===== src/rtl/fault_pwm_gen.sv =====
// Fault-aware PWM generator: soft-start ramp, per-period duty latching, level throttling and sticky trip latch.
// Optional dead-time complementary output is built when DEADTIME_EN is defined.
module fault_pwm_gen #(
  parameter int WIDTH    = 8,
  parameter int RAMP_DIV = 4,
  parameter int DEAD     = 2
) (
  input  logic             clk,
  input  logic             reset,
  input  logic [WIDTH-1:0] duty,
  input  logic [2:0]       fault_code,
  input  logic [1:0]       fault_level,
  input  logic             clear,
  output logic             pwm_out,
  output logic             pwm_n,
  output logic [1:0]       state,
  output logic [WIDTH-1:0] duty_eff,
  output logic [2:0]       fault_latched
);

  localparam logic [1:0] S_IDLE  = 2'b00;
  localparam logic [1:0] S_RAMP  = 2'b01;
  localparam logic [1:0] S_RUN   = 2'b10;
  localparam logic [1:0] S_FAULT = 2'b11;

  localparam int              DIV_W    = $clog2(RAMP_DIV + 1);
  localparam logic [DIV_W-1:0] DIV_LAST = DIV_W'(RAMP_DIV - 1);

  if (RAMP_DIV < 1 || DEAD < 1 || DEAD >= (2 ** WIDTH) / 2) begin : g_bad_param
    $error("fault_pwm_gen: RAMP_DIV/DEAD out of range");
  end

  function automatic logic [WIDTH-1:0] level_clamp(input logic [1:0] lvl);
    case (lvl)
      2'd0:    return '1;
      2'd1:    return WIDTH'(1) << (WIDTH - 1);
      2'd2:    return WIDTH'(1) << (WIDTH - 2);
      default: return '0;
    endcase
  endfunction

  function automatic logic [WIDTH-1:0] min_duty(input logic [WIDTH-1:0] a,
                                                input logic [WIDTH-1:0] b);
    return (a < b) ? a : b;
  endfunction

  logic [WIDTH-1:0] cnt_q, cnt_d;
  logic [1:0]       state_q, state_d;
  logic [WIDTH-1:0] duty_eff_q, duty_eff_d;
  logic [DIV_W-1:0] div_q, div_d;
  logic [2:0]       fault_latched_q, fault_latched_d;
  logic             pwm_q, pwm_d;

  logic             pb;
  logic             trip;
  logic             div_hit;
  logic [WIDTH-1:0] target;
  logic [WIDTH:0]   ramp_sum;
  logic             active;
  logic             raw;

  assign pb       = (cnt_q == '1);
  assign trip     = (fault_level == 2'd3) && (state_q != S_FAULT);
  assign div_hit  = (div_q == DIV_LAST);
  assign target   = min_duty(duty, level_clamp(fault_level));
  assign ramp_sum = {1'b0, duty_eff_q} + (WIDTH + 1)'(div_hit);

`ifdef DEADTIME_EN
  localparam int              HW       = $clog2(DEAD + 2);
  localparam logic [HW-1:0]   DEAD_SAT = HW'(DEAD + 1);
  logic [HW-1:0] hi_q, hi_d, lo_q, lo_d;
  logic          pwm_n_q, pwm_n_d;
`endif

  always_ff @(posedge clk) begin
    if (reset) begin
      cnt_q           <= '0;
      state_q         <= S_IDLE;
      duty_eff_q      <= '0;
      div_q           <= '0;
      fault_latched_q <= '0;
      pwm_q           <= 1'b0;
`ifdef DEADTIME_EN
      hi_q            <= '0;
      lo_q            <= '0;
      pwm_n_q         <= 1'b0;
`endif
    end else begin
      cnt_q           <= cnt_d;
      state_q         <= state_d;
      duty_eff_q      <= duty_eff_d;
      div_q           <= div_d;
      fault_latched_q <= fault_latched_d;
      pwm_q           <= pwm_d;
`ifdef DEADTIME_EN
      hi_q            <= hi_d;
      lo_q            <= lo_d;
      pwm_n_q         <= pwm_n_d;
`endif
    end
  end

  // Trip preempts everything; clear is only honoured once the trip level has gone away.
  always_comb begin
    cnt_d           = cnt_q + 1'b1;
    state_d         = state_q;
    duty_eff_d      = duty_eff_q;
    div_d           = div_q;
    fault_latched_d = fault_latched_q;
    if (trip) begin
      state_d         = S_FAULT;
      duty_eff_d      = '0;
      div_d           = '0;
      fault_latched_d = fault_code;
    end else if (state_q == S_FAULT) begin
      if (clear && (fault_level != 2'd3)) begin
        state_d         = S_IDLE;
        duty_eff_d      = '0;
        div_d           = '0;
        fault_latched_d = '0;
      end
    end else if (pb) begin
      case (state_q)
        S_IDLE: begin
          if (duty != '0) begin
            state_d = S_RAMP;
            div_d   = '0;
          end
        end
        S_RAMP: begin
          div_d = div_hit ? '0 : div_q + 1'b1;
          if (ramp_sum >= {1'b0, target}) begin
            duty_eff_d = target;
            state_d    = S_RUN;
            div_d      = '0;
          end else begin
            duty_eff_d = ramp_sum[WIDTH-1:0];
          end
        end
        S_RUN: begin
          if (duty == '0) begin
            state_d    = S_IDLE;
            duty_eff_d = '0;
          end else begin
            duty_eff_d = target;
          end
        end
        default: ;
      endcase
    end
  end

  // The raw comparison is masked in the trip cycle so the output drops with one cycle of latency.
  always_comb begin
    active = ((state_q == S_RAMP) || (state_q == S_RUN)) && (fault_level != 2'd3);
    raw    = active && (cnt_q < duty_eff_q);
`ifdef DEADTIME_EN
    hi_d    = raw ? ((hi_q == DEAD_SAT) ? hi_q : hi_q + 1'b1) : '0;
    lo_d    = (active && !raw) ? ((lo_q == DEAD_SAT) ? lo_q : lo_q + 1'b1) : '0;
    pwm_d   = (hi_d == DEAD_SAT);
    pwm_n_d = (lo_d == DEAD_SAT);
`else
    pwm_d   = raw;
`endif
  end

  assign pwm_out       = pwm_q;
  assign state         = state_q;
  assign duty_eff      = duty_eff_q;
  assign fault_latched = fault_latched_q;
`ifdef DEADTIME_EN
  assign pwm_n         = pwm_n_q;
`else
  assign pwm_n         = 1'b0;
`endif

endmodule

===== config.mk =====
export PLATFORM = sky130hd
export DESIGN_NAME = fault_pwm_gen
export DESIGN_NICKNAME = d
export VERILOG_FILES = /design/src/rtl/fault_pwm_gen.sv
export SDC_FILE = /design/constraint.sdc
export NUM_CORES = 1
export LEC_CHECK = 0
export ABC_AREA = 1
export CORE_UTILIZATION = 35
export DETAILED_ROUTE_END_ITERATION = 10
export PLACE_DENSITY_LB_ADDON = 0.05
export SYNTH_ARGS = -nofsm -noshare
export SYNTH_HDL_FRONTEND = slang
export SYNTH_SLANG_ARGS = --single-unit

===== constraint.sdc =====
create_clock -name clk -period 4.6 [get_ports clk]
set_clock_uncertainty 0.2 [all_clocks]
set_input_delay 1.15 -clock clk [delete_from_list [all_inputs] [get_ports clk]]
set_output_delay 1.15 -clock clk [all_outputs]
set_load 0.005 [all_outputs]

* After elaboration in Yosys (flattened, before gate mapping)
Cells that the tools add are included.
W data, S select, Z words.
** Operators by class
- Equality and inequality tests :: 16
- Magnitude comparators :: 3
- Muxes and demuxes :: 25
- Reduce and logical (&&, ||, !) cells :: 21
- Add/sub/neg operators :: 3
** Operator list (number)
- $mux W8 :: 6
- $mux W3 :: 8
- $pmux W8 S3 :: 1
- $lt A8 B8 Y1 :: 2
- $pmux W8 S2 :: 1
- $mux W2 :: 7
- $ne A4 B4 Y1 const B :: 3
- $add A8 B1 Y9 :: 1
- $ge A9 B8 Y1 :: 1
- $reduce_bool A3 Y1 :: 3
- $add A8 B1 Y8 const B :: 1
- $eq A2 B2 Y1 const B :: 4
- $eq A8 B8 Y1 const B :: 1
- $logic_not A8 Y1 :: 1
- $reduce_bool A8 Y1 :: 1
- $pmux W2 S3 :: 1
- $pmux W3 S2 :: 1
- $reduce_and A6 Y1 :: 1
- $reduce_bool A2 Y1 :: 3
- $reduce_bool A5 Y1 :: 1
- $eq A2 B1 Y1 const B :: 2
- $logic_and A1 B1 Y1 :: 4
- $logic_not A2 Y1 :: 2
- $ne A2 B2 Y1 const B :: 2
- other kinds (10) :: 10
** Word-level totals
- Bits of input ports :: 16
- Word-level logic and storage cells :: 74
- Bits in registers :: 25

* Depth between registers and ports, before layout
Gate-level depths: netlist of run 1.
- Depth in word-level cells :: 10
- Depth in mapped cells :: 28
- Depth with buffers taken out :: 27

* Least setup slack after synthesis of run 1
No wires, ideal clock.
- Kind :: input-to-reg
- From :: input fault_level[1]
- To :: register state_q[0], in the netlist state[0]
- Arrival time :: 3.863 ns
- Setup time :: 0.113 ns
- Path slack :: 0.424 ns
- Cell stages on the path :: 24
- Data required time :: 4.287 ns
- Cell sequence :: dlygate4sd3_1 > ha_1 > a21oi_1 > o21a_1 > clkbuf_8 > nand2_4 > nand2_4 > buf_8 > nand2_2 > ha_1 > nand2_1 > inv_1 > nand2_1 > nand3_1 > nand2_1 > nand2_1 > nand2_1 > nand3_2 > nand2_1 > nand2_1 > nand2_1 > nand2_1 > nand2_1 > nor2_1
** Between the ends
- Longest elaborated chain between the ends :: 7
- Elaborated cells on any way between the ends :: 19
- Classes of those cells :: order compare (2); eq/ne (8); mux (3); reduce/logical (6)
** RTL lines
- start: declaration :: line 12 : input logic [1:0] fault_level,
- $eq A2 B2 Y1 (tied with other cells) :: line 34 : case (lvl)
- $pmux W8 S3 :: line 34
- $lt A8 B8 Y1 :: line 44 : return (a < b) ? a : b;
- $mux W8 :: line 44
- $ge A9 B8 Y1 :: line 132 : if (ramp_sum >= {1'b0, target}) begin
- $ne A4 B4 Y1 (no source line)
- $reduce_and A6 Y1 (no source line)
- end signal: assignment :: line 90 : state_q <= state_d;
- end: declaration :: line 48 : logic [1:0] state_q, state_d;
Several ways; a longest one is shown, not always the timed one.
A chain may end at the register's enable or synchronous reset.

* Worst setup path after layout of run 1
Same ends and word-level chain as after synthesis.

==> out/results.ini, run 1 <==
[layout]
diodes=0
seqCellArea_sq_um=500
fill_cells=649
drive_gt1_share_pct=8.56
multi_input_area_sq_um=1500
final_cell_mix=nand2_1, inv_1, nand3_1
layout.nets=423
final_common_cell=nand2_1
areaGrowthSynthToFinish_pct=19.3

[setup_path]
reg2regPathDepth=21
timing.critical_path.buf_inv=4
cp-end-kind=flip-flop
critical_path_depth=25
path_max_fanout=7
critPathKind=input pin to flip-flop
r2r-start=div_q[0]
cpMostUsedCell=nand2_1
cp.required_ns=4.58
startpoint_type=input pin
cp_data_arrival_time_ns=4.21
critPathLaunch=fault_level[1]
cp_slowest_stage_delay_ns=0.43
critPathTopFamily=simple AND/OR/NAND/NOR gates
critical-path-slowest-cell=clkdlybuf4s50_1

[sta]
setup_violations=0
timing.final.ws_setup_ns=0.363
drv_slew=0
max_freq_ghz=0.236
rsz0062_at_grt=false
period_needed_ns=4.24
setup_tns_ns=0
hold_viol_final=0
period_share_pct=92.1

[floorplanning]
rows=28
initial_core_util_pct=37.2
die_w_um=82.2
core_area_sq_um=6060
die_area_sq_um=6760
pin_count=31
die_h_um=82.2

[synthesis]
synthFlopType=dfxtp_1
yosysSeqAreaShare_pct=22.2
synthesis.area_sq_um=2250
netlist_instances=341
synthArstFlopShare_pct=0
yosysUniqueCellTypes=33
synth.avg_cell_area_sq_um=6.61
synth-seq-cells=25
synth_edf_count=0
ys_warn_count=0
synth_nets=389

[drt]
wl_um=5400
ant_nets=0
drcViolationCount=0
vias_per_cell=4.73
dr.pass1.iters=4
wl_per_cell_um=12.0
dr_total_vias=2126
drtIter0Drc=117

[run_status]
status=finished, final reports clean

[place]
dp_slack_ns=0.00272
hpwlAfterDp_um=4460
place.gp.congestion=0.797
io_buffers=29

[worst_hold_path]
worstHoldPathType=flip-flop to flip-flop
hold_start=fault_latched[1]
holdPathStages=2

[run]
maxCapViolations=0

[global_routing]
grt_pass1_wl_um=9090
grt_usage_pct=17.6
antenna_found_initial=0
gr-total-overflow=0
grt_pass1_vias=1962
grt_start_max_net_pins=16

[clocking]
insertion_delay_ns=0.28
clk_path_buf_depth=2
cts_tree=done
cts_setup_buffers=0
cts.sinks=25
root_buffer=clkbuf_8
htreeDepth=1
clk_pin_slew_worst_paths_ns=0.09
cts_buffers=3

[power]
p_leak_nw=1.27
vdd_drop_max_uv=89.9
cellPowerDensity_nw_per_um2=195

[synthesized netlist by cell type, types with 2 or more instances]
master / number / area (sq um)
a21oi_1: 29 / 145
clkbuf_1: 2 / 7.51
dfxtp_1: 25 / 500
ha_1: 32 / 400
inv_1: 51 / 191
nand2_1: 90 / 338
nand2_2: 6 / 37.5
nand2_4: 3 / 33.8
nand3_1: 42 / 210
nand3_2: 2 / 20.0
nand4_1: 4 / 25.0
nor2_1: 19 / 71.3
nor2_2: 6 / 37.5
nor3_1: 3 / 15.0
o21ai_0: 5 / 25.0
xnor2_1: 2 / 17.5
xor2_1: 4 / 35.0
[per-stage QoR]
stage,instance area [sq um],instances,total power [W],hold WS [ns],utilization [%]
2_1_floorplan,2250,341,0.000341,0.230,-
3_5_place_dp,2630,445,0.000385,0.256,43.4
5_1_grt,2690,449,0.000563,0.277,44.4
6_report,2690,449,0.000525,0.264,44.4
4_1_cts,2680,449,0.000530,0.270,44.2
3_3_place_gp,2630,445,0.000386,0.251,43.4
[sequential cells by signal (all words and copies together) (netlist names)]
register / cells
div_q: 3
pwm_out: 1
cnt_q: 8
state: 2
duty_eff: 8
fault_latched: 3
[where the power goes]
part	total [W]	internal (W)	switching [W]
clock	0.000142	0.0000617	0.0000803
sequential	0.000229	0.000222	0.00000679
combinational	0.000154	0.0000647	0.0000895
[cell families after synthesis]
logic type	count (synthesis)	synth area share, %
AO/OA/AOI/OAI	41	10.6
XOR/XNOR	6	2.33
adder cells (fa/ha/maj)	32	17.8
buffers and inverters	60	11.7
flip-flops	25	22.2
other	1	0.166
AND/OR/NAND/NOR	176	35.3
[final cells by class]
cell class                 count  share of cell area [%]
sequential                    25                    18.6
timing repair buffer          36                    12.8
clock buffer                   3                    1.54
clock inverter                 1                   0.279
tap                           75                    3.49
multi-input combinational    256                    55.9
inverter                      53                    7.45
[worst min-delay path, stage by stage (launching register included)]
cell	delay [ns]
dfxtp_1	0.32
nand2_1	0.06
a21oi_1	0.05
[per-layer routing]
layer	track usage, %	vias up	routed length, um
li1	-	1166	-
met1	24.7	930	2910
met4	3.16	0	36
met3	2.97	4	164
met5	0	-	0
met2	28.2	26	2290
[repair_timing]
action | CTS | global route
setup endpoints to repair | 0 | 4
gates resized for setup | 0 | 2
hold buffers | 0 | 0
[path summary, 6_finish.rpt]
| kind | endpoint | slack (ns) |
|---|---|---|
| min reg2reg | fault_latched[1] | 0.26 |
| max reg2reg | state[0] | 1.39 |
| min | fault_latched[1] | 0.26 |
| max | state[0] | 0.36 |
Power figures use the tool's default switching activity.
==> run 2, diff against run 1 <==
--- a/config.mk
+++ b/config.mk
@@ -8,6 +8,7 @@
 export ABC_AREA = 1
 export CORE_UTILIZATION = 35
 export DETAILED_ROUTE_END_ITERATION = 10
+export GPL_TIMING_DRIVEN = 1
 export PLACE_DENSITY_LB_ADDON = 0.05
 export SYNTH_ARGS = -nofsm -noshare
 export SYNTH_HDL_FRONTEND = slang
==> results of run 2 <==
Same layout as run 1: the final DEF is identical, and so are final timing and power.
==> run 3, diff against run 2 <==
--- a/config.mk
+++ b/config.mk
@@ -6,6 +6,7 @@
 export NUM_CORES = 1
 export LEC_CHECK = 0
 export ABC_AREA = 1
+export CORE_MARGIN = 4
 export CORE_UTILIZATION = 35
 export DETAILED_ROUTE_END_ITERATION = 10
 export GPL_TIMING_DRIVEN = 1
==> run 3 against run 2 <==
Sequential share of layout area hardly changed; global-route usage is 2.7 points lower; wire length is 3.1% higher; total power is 1.4% lower; clock-buffer cell count stayed put; sequential cell count stayed put; die area is 15% higher; critical path type unchanged; critical endpoint unchanged; largest cell class unchanged.
==> out/results.ini, run 3 (synthesized netlist as in run 1, its figures left out) <==
[power]
p_switching_w=0.000171
p_leak_nw=1.27
power.share.switching_pct=33.0
vdd_drop_max_uv=126
pwr-share-comb_pct=29.1
power.internal_w=0.000347
cellPowerDensity_nw_per_um2=193
pwr-share-clk_pct=26.7
pwr-share-seq_pct=44.2

[drt]
drtIter0Drc=71
wl_per_cell_um=12.4
drcViolationCount=0
dr_total_vias=2146
dr.pass1.iters=4
ant_nets=0
vias_per_cell=4.77
wl_um=5570

[floorplanning]
die_area_sq_um=7790
die_w_um=88.2
rows=28
die_h_um=88.2
initial_core_util_pct=37.0
core_area_sq_um=6100
pin_count=31

[run_status]
status=finished, final reports clean

[sta]
setup_violations=0
timing.final.ws_setup_ns=0.371
period_share_pct=91.9
drv_slew=0
rsz0062_at_grt=false
hold_viol_final=0
setup_tns_ns=0
period_needed_ns=4.23
max_freq_ghz=0.236

[worst_hold_path]
hold_start=fault_latched[2]
worstHoldPathType=flip-flop to flip-flop

[clocking]
cts_hold_buf=0
clk_path_buf_depth=2
ctsResizeCount=0
htreeDepth=1
cts_setup_buffers=0
insertion_delay_ns=0.28
cts_buffers=3
root_buffer=clkbuf_8
cts_tree=done
clk_pin_slew_worst_paths_ns=0.09
cts.sinks=25

[setup_path]
critical-path-slowest-cell=clkdlybuf4s50_1
cp-endpoint=state[0]
critPathLaunch=fault_level[1]
cp.required_ns=4.58
reg2regPathDepth=21
cp_data_arrival_time_ns=4.21
startpoint_type=input pin
path_max_fanout=12
critical_path_depth=25
timing.critical_path.buf_inv=3
r2r-end=state[0]
reg2reg_setup_slack_ns=1.38
r2r-start=div_q[0]
cpMostUsedCell=nand2_1
critPathTopFamily=simple AND/OR/NAND/NOR gates
critPathKind=input pin to flip-flop
cp_slowest_stage_delay_ns=0.43
cp-end-kind=flip-flop

[layout]
post-route-util_pct=44.0
fill_cells=676
final_cell_mix=nand2_1, inv_1, nand3_1
layout.nets=424
final_cell_area_sq_um=2680
diodes=0
drive_gt1_share_pct=8.80
final_common_cell=nand2_1
areaGrowthSynthToFinish_pct=19.1

[global_routing]
grt_pass1_wl_um=9140
gr-total-overflow=0
grt_start_max_net_pins=16
grt_pass1_vias=1971
grt_usage_pct=14.9
antenna_found_initial=0

[place]
io_buffers=29
place.gp.congestion=0.809
hpwlAfterDp_um=4710
dp_slack_ns=-0.0144
placed_cell_area_sq_um=2640

[run]
maxCapViolations=0

## run 3: metal layers
| layer | vias to the layer above | part of all wire [%] | global-route usage (%) | wire length, um |
|---|---|---|---|---|
| li1 | 1165 | - | - | - |
| met1 | 937 | 52 | 21.6 | 2900 |
| met2 | 40 | 43 | 23.2 | 2390 |
| met3 | 4 | 4.2 | 2.42 | 236 |
| met4 | 0 | 0.92 | 3.43 | 51 |
| met5 | - | 0 | 0 | 0 |
## run 3: worst reg2reg max path, delay by kind of cell (launching register included)
kind / cells / cell delay, ns
compound gates: 1 / 0.14
xor+xnor: 1 / 0.23
simple gates: 12 / 1.09
buf+inv: 3 / 0.25
flops: 1 / 0.37
fa+ha+maj: 4 / 0.83
## run 3: stage by stage
step                      hold slack [ns]  power, W  instances
final                               0.265  0.000518        450
after global routing                0.294  0.000555        450
after CTS                           0.274  0.000529        450
after detailed placement            0.260  0.000385        446
after global placement              0.251  0.000386        446
after floorplan                     0.230  0.000341        341
## run 3: area by class of cell
type	count	area [sq um]	area share, %
Clock buffer	3	41.3	1.54
Clock inverter	1	7.51	0.280
Inverter	53	200	7.46
Multi-Input combinational cell	256	1490	55.5
Sequential cell	25	500	18.6
Tap cell	75	93.8	3.50
Timing Repair Buffer	37	350	13.1
## run 3: power by group through the flow
stage | sequential [W] | combinational [W] | clock, W
floorplan | 0.000233 | 0.000108 | 0
finish | 0.000229 | 0.000151 | 0.000138
detailed placement | 0.000234 | 0.000151 | 0
CTS | 0.000229 | 0.000152 | 0.000148
global placement | 0.000234 | 0.000152 | 0
global route | 0.000230 | 0.000171 | 0.000154
## run 3: how the worst min path moves through the flow
stage,to,slack (ns),cells after the start
2_1_floorplan,cnt_q[0],0.23,1
3_3_place_gp,fault_latched[0],0.25,2
3_5_place_dp,fault_latched[2],0.26,2
4_1_cts,fault_latched[2],0.27,2
5_1_grt,fault_latched[0],0.29,2
6_report,fault_latched[2],0.27,2
